## src/rtl/usb_fs_pkg.sv

```systemverilog
`default_nettype none
// ============================================================================
// usb_fs_pkg : line-state encoding, receiver FSM states and framing constants
// Revision   : 1.0
// ============================================================================
package usb_fs_pkg;

  typedef enum logic [1:0] {
    LS_SE0 = 2'b00,
    LS_K   = 2'b01,
    LS_J   = 2'b10,
    LS_SE1 = 2'b11
  } line_t;

  typedef enum logic [2:0] {
    ST_IDLE  = 3'd0,
    ST_SYNC  = 3'd1,
    ST_DATA  = 3'd2,
    ST_EOP   = 3'd3,
    ST_WAITJ = 3'd4
  } rx_state_t;

  // Decoded SYNC bits in arrival order (bit 0 first): seven 0s then a 1.
  localparam logic [7:0] SYNC_PATTERN = 8'b1000_0000;
  localparam logic [2:0] STUFF_LIMIT  = 3'd6;

  function automatic line_t decode_line(input logic p, input logic m, input logic fs);
    line_t ls;
    case ({p, m})
      2'b00:   ls = LS_SE0;
      2'b11:   ls = LS_SE1;
      2'b10:   ls = fs ? LS_J : LS_K;
      default: ls = fs ? LS_K : LS_J;
    endcase
    return ls;
  endfunction

endpackage
`default_nettype wire

```

## src/rtl/usb_rx_dpll.sv

```systemverilog
`default_nettype none
// ============================================================================
// usb_rx_dpll : line synchroniser, line-state decode and bit-phase recovery
// Revision    : 1.0
// ============================================================================
module usb_rx_dpll
  import usb_fs_pkg::*;
#(
  parameter int unsigned OVERSAMPLE = 4,
  parameter bit          FULLSPEED  = 1'b1
) (
  input  logic  clk,
  input  logic  nreset,
  input  logic  linep_i,
  input  logic  linem_i,
  output logic  sample_o,
  output line_t lstate_o,
  output logic  se0_o
);

  localparam int unsigned   CW        = $clog2(OVERSAMPLE);
  localparam logic [CW-1:0] PH_LAST   = CW'(OVERSAMPLE - 1);
  localparam logic [CW-1:0] PH_SAMPLE = CW'(OVERSAMPLE / 2);
  localparam logic          J_P       = FULLSPEED;
  localparam logic          J_M       = !FULLSPEED;

  logic [1:0]    p_q, m_q;
  line_t         cur, prev_q, lstate_q;
  logic [CW-1:0] ph_q, ph_d;
  logic          sample_q;

  assign cur = decode_line(p_q[1], m_q[1], FULLSPEED);

  // Phase restarts at 0 on the cycle a line change is seen, so the strobe
  // lands OVERSAMPLE/2 cycles into every bit that follows a transition.
  always_comb begin
    ph_d = ph_q + CW'(1);
    if (cur != prev_q || ph_q == PH_LAST) ph_d = '0;
  end

  always_ff @(posedge clk or negedge nreset) begin
    if (!nreset) begin
      p_q      <= {2{J_P}};
      m_q      <= {2{J_M}};
      prev_q   <= LS_J;
      lstate_q <= LS_J;
      ph_q     <= '0;
      sample_q <= 1'b0;
    end else begin
      p_q      <= {p_q[0], linep_i};
      m_q      <= {m_q[0], linem_i};
      prev_q   <= cur;
      lstate_q <= cur;
      ph_q     <= ph_d;
      sample_q <= (ph_d == PH_SAMPLE);
    end
  end

  assign sample_o = sample_q;
  assign lstate_o = lstate_q;
  assign se0_o    = (cur == LS_SE0);

endmodule
`default_nettype wire

```

## src/rtl/usb_fs_rx.sv

```systemverilog
`default_nettype none
// ============================================================================
// usb_fs_rx : USB full/low-speed receiver - SYNC detect, NRZI, unstuff, EOP
// Revision  : 1.0
// ============================================================================
module usb_fs_rx
  import usb_fs_pkg::*;
#(
  parameter int unsigned OVERSAMPLE = 4,
  parameter bit          FULLSPEED  = 1'b1
) (
  input  logic       clk,
  input  logic       nreset,
  input  logic       linep,
  input  logic       linem,
  output logic [7:0] rx_data,
  output logic       rx_valid,
  output logic       rx_active,
  output logic       rx_eop,
  output logic       rx_error,
  output logic       line_se0
);

  logic      sample;
  line_t     lstate;
  logic      dbit;

  rx_state_t state_q, state_d;
  line_t     prev_q, prev_d;
  logic [2:0] sync_cnt_q, sync_cnt_d, bit_cnt_q, bit_cnt_d, ones_q, ones_d;
  logic [3:0] jcnt_q, jcnt_d;
  logic [7:0] shift_q, shift_d, data_q, data_d;
  logic       valid_q, valid_d, active_q, active_d, eop_q, eop_d;
  logic       error_q, error_d, align_q, align_d;

  usb_rx_dpll #(.OVERSAMPLE(OVERSAMPLE), .FULLSPEED(FULLSPEED)) u_dpll (
    .clk      (clk),
    .nreset   (nreset),
    .linep_i  (linep),
    .linem_i  (linem),
    .sample_o (sample),
    .lstate_o (lstate),
    .se0_o    (line_se0)
  );

  assign dbit = (lstate == prev_q);

  always_comb begin
    state_d    = state_q;
    prev_d     = prev_q;
    sync_cnt_d = sync_cnt_q;
    bit_cnt_d  = bit_cnt_q;
    ones_d     = ones_q;
    jcnt_d     = jcnt_q;
    shift_d    = shift_q;
    data_d     = data_q;
    active_d   = active_q;
    align_d    = align_q;
    valid_d    = 1'b0;
    eop_d      = 1'b0;
    error_d    = 1'b0;
    if (sample) prev_d = lstate;

    case (state_q)
      ST_IDLE: begin
        if (sample && prev_q == LS_J && lstate == LS_K) begin
          state_d    = ST_SYNC;
          sync_cnt_d = 3'd1;
        end
      end
      ST_SYNC: if (sample) begin
        if (lstate == LS_SE0 || lstate == LS_SE1 || dbit != SYNC_PATTERN[sync_cnt_q]) begin
          error_d = 1'b1;
          state_d = ST_WAITJ;
        end else if (sync_cnt_q == 3'd7) begin
          // Stuffing run counts data bits only; the SYNC's closing 1 is excluded.
          state_d   = ST_DATA;
          active_d  = 1'b1;
          bit_cnt_d = 3'd0;
          ones_d    = 3'd0;
        end else begin
          sync_cnt_d = sync_cnt_q + 3'd1;
        end
      end
      ST_DATA: if (sample) begin
        case (lstate)
          LS_SE1: begin
            error_d  = 1'b1;
            active_d = 1'b0;
            state_d  = ST_WAITJ;
          end
          LS_SE0: begin
            state_d = ST_EOP;
            align_d = (bit_cnt_q != 3'd0);
            error_d = (bit_cnt_q != 3'd0);
          end
          default: begin
            if (ones_q == STUFF_LIMIT) begin
              if (dbit) begin
                error_d  = 1'b1;
                active_d = 1'b0;
                state_d  = ST_WAITJ;
              end else begin
                ones_d = 3'd0;
              end
            end else begin
              ones_d    = dbit ? ones_q + 3'd1 : 3'd0;
              shift_d   = {dbit, shift_q[7:1]};
              bit_cnt_d = bit_cnt_q + 3'd1;
              if (bit_cnt_q == 3'd7) begin
                valid_d = 1'b1;
                data_d  = {dbit, shift_q[7:1]};
              end
            end
          end
        endcase
      end
      ST_EOP: if (sample) begin
        case (lstate)
          LS_SE0: ;
          LS_J: begin
            eop_d    = !align_q;
            active_d = 1'b0;
            state_d  = ST_IDLE;
          end
          default: begin
            error_d  = 1'b1;
            active_d = 1'b0;
            state_d  = ST_WAITJ;
          end
        endcase
      end
      ST_WAITJ: begin
        jcnt_d = (lstate == LS_J) ? jcnt_q + 4'd1 : 4'd0;
        if (lstate == LS_J && jcnt_q == 4'(OVERSAMPLE - 1)) begin
          state_d = ST_IDLE;
          jcnt_d  = 4'd0;
          prev_d  = LS_J;
        end
      end
      default: state_d = ST_IDLE;
    endcase
  end

  always_ff @(posedge clk or negedge nreset) begin
    if (!nreset) begin
      state_q    <= ST_IDLE;
      prev_q     <= LS_J;
      sync_cnt_q <= 3'd0;
      bit_cnt_q  <= 3'd0;
      ones_q     <= 3'd0;
      jcnt_q     <= 4'd0;
      shift_q    <= 8'd0;
      data_q     <= 8'd0;
      valid_q    <= 1'b0;
      active_q   <= 1'b0;
      eop_q      <= 1'b0;
      error_q    <= 1'b0;
      align_q    <= 1'b0;
    end else begin
      state_q    <= state_d;
      prev_q     <= prev_d;
      sync_cnt_q <= sync_cnt_d;
      bit_cnt_q  <= bit_cnt_d;
      ones_q     <= ones_d;
      jcnt_q     <= jcnt_d;
      shift_q    <= shift_d;
      data_q     <= data_d;
      valid_q    <= valid_d;
      active_q   <= active_d;
      eop_q      <= eop_d;
      error_q    <= error_d;
      align_q    <= align_d;
    end
  end

  assign rx_data   = data_q;
  assign rx_valid  = valid_q;
  assign rx_active = active_q;
  assign rx_eop    = eop_q;
  assign rx_error  = error_q;

endmodule
`default_nettype wire

```

## config.mk

```make
export PLATFORM = sky130hd
export DESIGN_NAME = usb_fs_rx
export DESIGN_NICKNAME = d
export VERILOG_FILES = /design/src/rtl/usb_fs_pkg.sv /design/src/rtl/usb_rx_dpll.sv /design/src/rtl/usb_fs_rx.sv
export SDC_FILE = /design/constraint.sdc
export NUM_CORES = 1
export LEC_CHECK = 0
export BUFFER_PORTS_ARGS = -buffer_cell sky130_fd_sc_hd__buf_2
export CELL_PAD_IN_SITES_DETAIL_PLACEMENT = 1
export CELL_PAD_IN_SITES_GLOBAL_PLACEMENT = 2
export CORE_MARGIN = 4
export CORE_UTILIZATION = 40
export CTS_CLUSTER_SIZE = 16
export DETAILED_ROUTE_END_ITERATION = 8
export GPL_ROUTABILITY_DRIVEN = 0
export PLACE_DENSITY = 0.87
export SLEW_MARGIN = 20
export SYNTH_ARGS = -nofsm -noshare
export SYNTH_HDL_FRONTEND = slang
export SYNTH_HIERARCHICAL = 1
export SYNTH_SLANG_ARGS = --single-unit
```

## constraint.sdc

```tcl
create_clock -name clk -period 2.55 [get_ports clk]
set_input_delay 0.51 -clock clk [delete_from_list [all_inputs] [get_ports clk]]
set_output_delay 0.51 -clock clk [all_outputs]
set_load 0.1 [all_outputs]
```

======== Yosys cells after proc, flatten, opt, wreduce, memory -nomap -nowiden ========
Memory sizes are Yosys's and may differ from the RTL's.
Cells that the tools add are included.
storage, ports and cells
  word-level logic and storage cells ...... 153
  memories kept ........................... 1
  input bits .............................. 4
  bits in registers ....................... 48
  ROM bits ................................ 8
operators by class
  reductions and logical operators ........ 25
  equality and inequality tests ........... 37
  bitwise operators ....................... 2
  multiplexer cells ....................... 64
  order comparisons ....................... 1
  $add $sub $neg .......................... 5
memories
  memory           words  width  rd ports  clocked after memory_dff  wr ports  line             RTL
  (no name shown)  8      1      1         0                         0         usb_fs_rx.sv:72  if (lstate == LS_SE0 || lstate == LS_SE1 || dbit != SYNC_PATTERN[sync_cnt_q]) begin
operators by type and width
  kind                 number
  $mux 3               23
  $pmux 3 s2           5
  $mux 1               24
  $ne 2x2->1 const B   9
  $pmux 3 s5           1
  $eq 2x2->1 const B   7
  $reduce_and 7->1     2
  $eq 3x3->1 const B   4
  $ne 3x3->1 const B   4
  $reduce_and 10->1    1
  $reduce_and 5->1     2
  $add 3x1->3 const B  3
  $reduce_and 9->1     1
  $mux 2               4
  $mux 4               2
  $ne 4x4->1 const B   2
  $eq 3x2->1 const B   2
  $logic_not 2->1      3
  $ne 2x1->1 const B   3
  $pmux 1 s3           2
  $pmux 2 s3           1
  $reduce_bool 3->1    2
  $add 4x1->4 const B  1
  $eq 4x2->1 const B   1
  other kinds (17)     25

======== Longest topological paths before layout ========
Gate-level depths: netlist of run 1.
  depth after elaboration ................. 7
  gate-level depth with buffers ........... 7

======== Hierarchy ========
Netlist of run 1, hierarchy kept.
modules (own cells, without submodules)
  module       cells each  area each (µm²)  instances
  usb_fs_rx    201         2084.5           1
  usb_rx_dpll  19          314.1            1

======== Worst setup path before layout of run 1 ========
OpenSTA, ideal clock, no wires.
  path type ............................... flip-flop to output port
  from .................................... register u_dpll.m_q[1]
  to ...................................... output port line_se0
  buffers on the path ..................... 0
  slack ................................... 402 ps
  data required time ...................... 2040 ps
  arrival ................................. 1638 ps
  stages on the path, launching flop included .. 2
  cell sequence ........................... dfrtp_1 -> nor2_1
on the way
  cells in the longest elaborated chain, start to end .. 3
  elaborated cells on any way between the ends .. 5
ends and longest elaborated chain
  item                                           line               RTL
  start: declaration                             usb_rx_dpll.sv:27  logic [1:0] p_q, m_q;
  start signal: assignment                       usb_rx_dpll.sv:44  m_q <= {2{J_M}};
  start signal: assignment                       usb_rx_dpll.sv:51  m_q <= {m_q[0], linem_i};
  $eq 2x2->1 or $logic_not 2->1 (tied branches)  usb_fs_pkg.sv:29   case ({p, m})
  $pmux 2 s3 *                                   usb_fs_pkg.sv:29
  $logic_not 2->1 *                              usb_rx_dpll.sv:61  assign se0_o = (cur == LS_SE0);
  end: declaration                               usb_fs_rx.sv:21    output logic line_se0
Mark *: on every way between the ends. The rest lies on a longest branch, timed or not.

======== Worst setup path in the final report of run 1 ========
  from .................................... register u_dpll.lstate_q[1] (netlist: u_dpll/lstate_o[1])
  to ...................................... register data_q[5] (netlist: rx_data[5])
on the way
  cells in the longest elaborated chain, start to end .. 4
  elaborated cells on any way between the ends .. 5
ends and longest elaborated chain
  item                                           line               RTL
  start: declaration                             usb_rx_dpll.sv:28  line_t cur, prev_q, lstate_q;
  start signal: assignment                       usb_rx_dpll.sv:53  lstate_q <= cur;
  $eq 2x2->1 or $logic_not 2->1 (tied branches)  usb_fs_rx.sv:86    case (lstate)
  $reduce_or 2->1 (no line) *                    n/a
  $not 1->1 (no line) *                          n/a
  $reduce_and 5->1 (no line) *                   n/a
  end signal: assignment                         usb_fs_rx.sv:168   data_q <= data_d;
  end: declaration                               usb_fs_rx.sv:32    logic [7:0] shift_q, shift_d, data_q, data_d;
Marks and branches as above.
A chain may end at the register's enable or synchronous reset.

==> impl_metrics.toml, run 1 <==
[run_status]
status = "completed"

[sta]
rsz0062_at_grt = "no"
hold_viol = 0
period_needed_ps = 2270
setup_viol = 0
finalSetupTns_ps = 0
finalMaxSlewViolations = 0
whs_ps = 187
skew_ps = 6.81
slew_headroom = 0.635
tightest_slew_ps = 548
max_freq_mhz = 440
finalCritPeriodShare = 0.892

[logic_synthesis]
syn-num-nets = 238
avgSynthCellArea_um2 = 10.9
ys_types = 51
ys_async_sr_fraction = 1.00
synth_cells = 220
synth_warnings = 6
synth-edff-count = 0
ys.flop_type = "dfrtp_1"
ys_seq_area_frac = 0.492
synth-seq-cells = 47
syn_area_um2 = 2400

[clock_tree]
clkTransAtPathRegs_ps = 90
clock_latency_ps = 300
clock_path_buffers = 2
clockRootBuffer = "clkbuf_8"
cts_num_sinks = 47
cts_setup_buffers = 0
cts_max_level = 2
numCtsBuffers = 5
hold_buffers = 0
ctsResizeCount = 0
cts_tree = "done"

[drt]
num_vias = 1649
dr.pass1.iters = 4
drc = 0
wl_um = 4770
drt-initial-drc-count = 92
routedWlPerCell_um = 15.4
viasPerCell = 5.34
ant_nets = 0

[worst_setup_path]
endpoint_kind = "flip-flop"
start_kind = "flip-flop"
cp_max_fo = 9
reg2reg_slack_ps = 280
critPathRequiredTime_ps = 2730
worst-r2r-cell-count = 6
critPathArrivalTime_ps = 2460
rr_endpoint = "rx_data[5]"
path_class = "reg2reg"
r2r-start = "u_dpll/lstate_o[1]"

[min_path]
hp-class = "in2async"

[global_route]
grt_pass1_wl_um = 8530
antenna_found_initial = 0
grt_pass1_vias = 1740
grt_max_degree = 26
globalRouteTotalUtil = 0.144
grt-ovfl-total = 0

[final_layout]
regArea_um2 = 1180
final_layout_size_suffix_gt1_frac = 0.215
fillers = 638
final_common_cell = "dfrtp_1"
final_util = 0.463
antenna_cells = 0
layout_common_cells = "dfrtp_1, nand2_1, buf_2, ha_1, inv_1"
nets = 254
area_delta_synth_final_pct = 9.65
multi_input_area_um2 = 1110

[job]
maxCapViolCount = 0

[floorplanning]
row_count = 27
ios = 17
start_util = 0.423
die_y_um = 85.4
dieArea_um2 = 7300
core_um2 = 5680
fp.dieW_um = 85.4

[power_and_ir_drop]
ir_drop_mv = 0.303
power.leakage_nw = 1.24
powerDensity_nw_per_um2 = 724

[placement]
port_buffers = 16
place_hpwl_um = 3580
==> synth_stat cells (all sizes together) (2+ instances only) <==
library cell  instances  area [um^2]
xor2                  2         17.5
a31oi                 2         12.5
o22ai                 3         18.8
nand2                35          150
nand2b                2         12.5
ha                   14          175
mux2                 11          128
dfrtp                43         1080
mux2i                 8         80.1
a211oi                2         15.0
o21ai                11         55.1
inv                  13         48.8
buf                   6         43.8
a22o                  3         26.3
dfstp                 4          105
and2                  2         12.5
nand3                 5         25.0
nor3                  4         20.0
clkbuf                4         15.0
xnor2                 4         35.0
o31ai                 2         20.0
nor4                  5         43.8
nand4                 2         12.5
nor4b                 3         32.5
nor2                  9         41.3
a21oi                 5         25.0
==> layout make-up <==
class,instances,share of cell area
Clock inverter,2,0.00476
Clock buffer,6,0.0276
Multi-Input combinational cell,150,0.422
Inverter,13,0.0186
Timing Repair Buffer,19,0.0438
Tap cell,72,0.0343
Sequential cell,47,0.449
==> state kept, by name, summed over array words and instances, names as in the netlist, 2 cells and up <==
| signal | count |
|---|---|
| bit_cnt_q | 3 |
| jcnt_q | 4 |
| ones_q | 3 |
| prev_q | 2 |
| rx_data | 8 |
| shift_q | 7 |
| state_q | 3 |
| sync_cnt_q | 3 |
| u_dpll/lstate_o | 2 |
| u_dpll/m_q | 2 |
| u_dpll/p_q | 2 |
| u_dpll/ph_q | 2 |
==> critical path, cell delays in order, from the launching register on <==
cell and delay (ps):
dfstp_2 600, inv_1 100, ha_1 450, nand2_1 270, nor2_4 260, nand2_2 180
mux2_2 310
==> how the worst max path moves through the flow <==
| stage | endpoint | slack (ps) | start |
|---|---|---|---|
| after floorplan | line_se0 | 400 | u_dpll/m_q[1] |
| after global placement | state_q[0] | 350 | u_dpll/lstate_o[1] |
| after detailed placement | rx_data[1] | 260 | u_dpll/lstate_o[1] |
| after CTS | rx_data[1] | 260 | u_dpll/lstate_o[1] |
| after global routing | sync_cnt_q[0] | 70 | u_dpll/lstate_o[1] |
| final | rx_data[5] | 280 | u_dpll/lstate_o[1] |
==> per-layer routing <==
layer	part of all wire	track usage	wire length, um	vias up
met5	0	0	0	-
met4	0.010	0.0302	48	0
met3	0.029	0.0330	140	5
met2	0.45	0.215	2120	19
met1	0.51	0.213	2460	821
li1	-	-	-	804
==> where the power goes <==
group          total, mW  switching, mW  internal, mW  leakage (nW)
Clock              0.444          0.252         0.192        0.0412
Sequential         0.891         0.0823         0.809         0.629
Combinational      0.568          0.321         0.247         0.572
==> cell families after synthesis <==
kind of cell | Yosys count | synth area share
AOI/OAI and AO/OA | 37 | 0.106
muxes | 19 | 0.0866
adders and majority gates | 14 | 0.0730
buffers and inverters | 23 | 0.0449
and+or+nand+nor | 74 | 0.175
DFF | 47 | 0.492
xor gates and xnor gates | 6 | 0.0219
==> per-stage QoR <==
stage	area (um^2)	std cells	setup WS [ps]	power, mW
2_1_floorplan	2400	220	402	1.36
3_3_place_gp	2540	301	352	1.48
3_5_place_dp	2540	301	264	1.48
4_1_cts	2630	309	257	1.93
5_1_grt	2630	309	74.3	2.04
6_report	2630	309	277	1.90
(Power assumes the default switching activity.)
==> run 2: changes to the inputs <==
- CELL_PAD_IN_SITES_GLOBAL_PLACEMENT: 2 -> 1
- CORE_UTILIZATION: 40 -> 48
==> run 2 against run 1 <==
  * Combinational power barely moved
  * First-iteration DRC count is 49% higher
  * Via count is 3.8% higher
  * Non-clock buffer count down 1
  * Register-to-register slack worse by 50 ps
  * Cell count shrank 2.3%
  * Largest power group unchanged
  * Highest routed layer unchanged
==> impl_metrics.toml, run 2 (same netlist as run 1, synthesis figures left out) <==
[floorplanning]
ios = 17
core_um2 = 4790
fp.dieW_um = 78.7
start_util = 0.501
dieArea_um2 = 6190
row_count = 25
die_y_um = 78.7

[worst_setup_path]
critPathRequiredTime_ps = 2730
cpPeakStageDelay_ps = 600
timing.critical_path.buf_inv = 1
rr_endpoint = "rx_data[2]"
r2r-start = "u_dpll/lstate_o[1]"
worst-r2r-cell-count = 6
cp_slowest_cell = "dfstp_2"
critPathArrivalTime_ps = 2510
cp-endpoint = "rx_data[2]"
path_class = "reg2reg"
cp_max_fo = 9
endpoint_kind = "flip-flop"
crit_chain = "inv_1 -> ha_1 -> nand2_1 -> nor2_4 -> nand2_2 -> mux2_2"
start_kind = "flip-flop"
reg2reg_slack_ps = 230
crit_family = "simple AND/OR/NAND/NOR gates"
path_depth = 6
critPathLaunch = "u_dpll/lstate_o[1]"

[drt]
drt-initial-drc-count = 137
num_vias = 1711
routedWlPerCell_um = 17.3
wl_um = 5220
drc = 0
viasPerCell = 5.67
dr.pass1.iters = 4
ant_nets = 0

[power_and_ir_drop]
pwr-share-seq = 0.469
powerDensity_nw_per_um2 = 730
power.leakage_nw = 1.24
comb_power_share = 0.296
swShare = 0.339
p_sw_uw = 649
ir_drop_mv = 0.388
p_int_mw = 1.26
power_frac_clock = 0.235

[clock_tree]
ctsResizeCount = 0
numCtsBuffers = 5
cts_setup_buffers = 0
cts_tree = "done"
clock_latency_ps = 300
hold_buffers = 0
cts_max_level = 2
cts_num_sinks = 47
clock_path_buffers = 2
clockRootBuffer = "clkbuf_8"
clkTransAtPathRegs_ps = 80

[final_layout]
final_common_cell = "dfrtp_1"
nets = 253
largest_reg_flops = 8
antenna_cells = 0
fin_area_um2 = 2620
final_layout_size_suffix_gt1_frac = 0.213
layout_common_cells = "dfrtp_1, nand2_1, buf_2, ha_1, inv_1"
area_delta_synth_final_pct = 9.18

[global_route]
grt_pass1_wl_um = 9010
grt-ovfl-total = 0
globalRouteTotalUtil = 0.186
antenna_found_initial = 0
grt_max_degree = 48
grt_pass1_vias = 1858

[sta]
setup_viol = 0
hold_viol = 0
rsz0062_at_grt = "no"
period_needed_ps = 2320
slew_headroom = 0.653
finalMaxSlewViolations = 0
tightest_slew_ps = 515
finalSetupTns_ps = 0
finalCritPeriodShare = 0.911
max_freq_mhz = 430
skew_ps = 5.43

[min_path]
hp-class = "in2async"

[placement]
port_buffers = 16
place_hpwl_um = 3860
placed_area_um2 = 2530

[job]
maxCapViolCount = 0

[run_status]
status = "completed"
run 2: cell types whose count changed in the layout (fill, tap and decap cells not counted), sizes merged:
| cell | change |
|---|---|
| clkinvlp | -1 |
| buf | -1 |
run 2: stage by stage:
step / power (mW) / instances / hold WS, ps / util / worst slack (ps)
2_1_floorplan: 1.36 / 220 / 214 / - / 402
3_3_place_gp: 1.45 / 295 / 342 / 0.529 / 409
3_5_place_dp: 1.47 / 295 / 346 / 0.529 / 225
4_1_cts: 1.93 / 302 / 187 / 0.547 / 204
5_1_grt: 2.04 / 302 / 189 / 0.547 / 68.3
6_report: 1.91 / 302 / 170 / 0.547 / 226
run 2: cell type report:
cell class              count  area (um^2)
fillers                   543         2170
flip-flops and latches     47         1180
multi-input cells         150         1110
repair buffers             18          108
well taps                  67         83.8
clock buffers               6         82.6
inverters                  13         48.8
clock inverters             1         5.00
run 2: how the worst min path moves through the flow:
stage	start	endpoint	slack, ps	cells after the start
after floorplan	nreset	align_q	210	0
after global placement	u_dpll/m_q[0]	u_dpll/m_q[1]	340	0
after detailed placement	u_dpll/m_q[0]	u_dpll/m_q[1]	350	0
after CTS	nreset	rx_active	190	2
after global routing	nreset	rx_data[6]	190	2
final	nreset	state_q[2]	170	2
run 2: power groups by stage:
stage	Sequential, mW	Combinational [mW]	Clock, mW
after floorplan	0.856	0.506	0
after global placement	0.905	0.543	0
after detailed placement	0.910	0.561	0
after CTS	0.895	0.566	0.464
after global routing	0.908	0.628	0.506
final	0.896	0.566	0.450
run 2: worst register-to-register path: cells and delay by family, from the launching register on:
kind | cells | cell delay [ps]
AND/OR/NAND/NOR | 3 | 740
multiplexers | 1 | 320
buffers and inverters | 1 | 100
adder cells (fa/ha/maj) | 1 | 450
flip-flops | 1 | 600
run 2: metal layers:
| layer | track usage | vias to the layer above | share of wire |
|---|---|---|---|
| met1 | 0.239 | 859 | 0.43 |
| met5 | 0 | - | 0 |
| li1 | - | 804 | - |
| met2 | 0.310 | 35 | 0.50 |
| met4 | 0.0734 | 0 | 0.024 |
| met3 | 0.0374 | 13 | 0.039 |
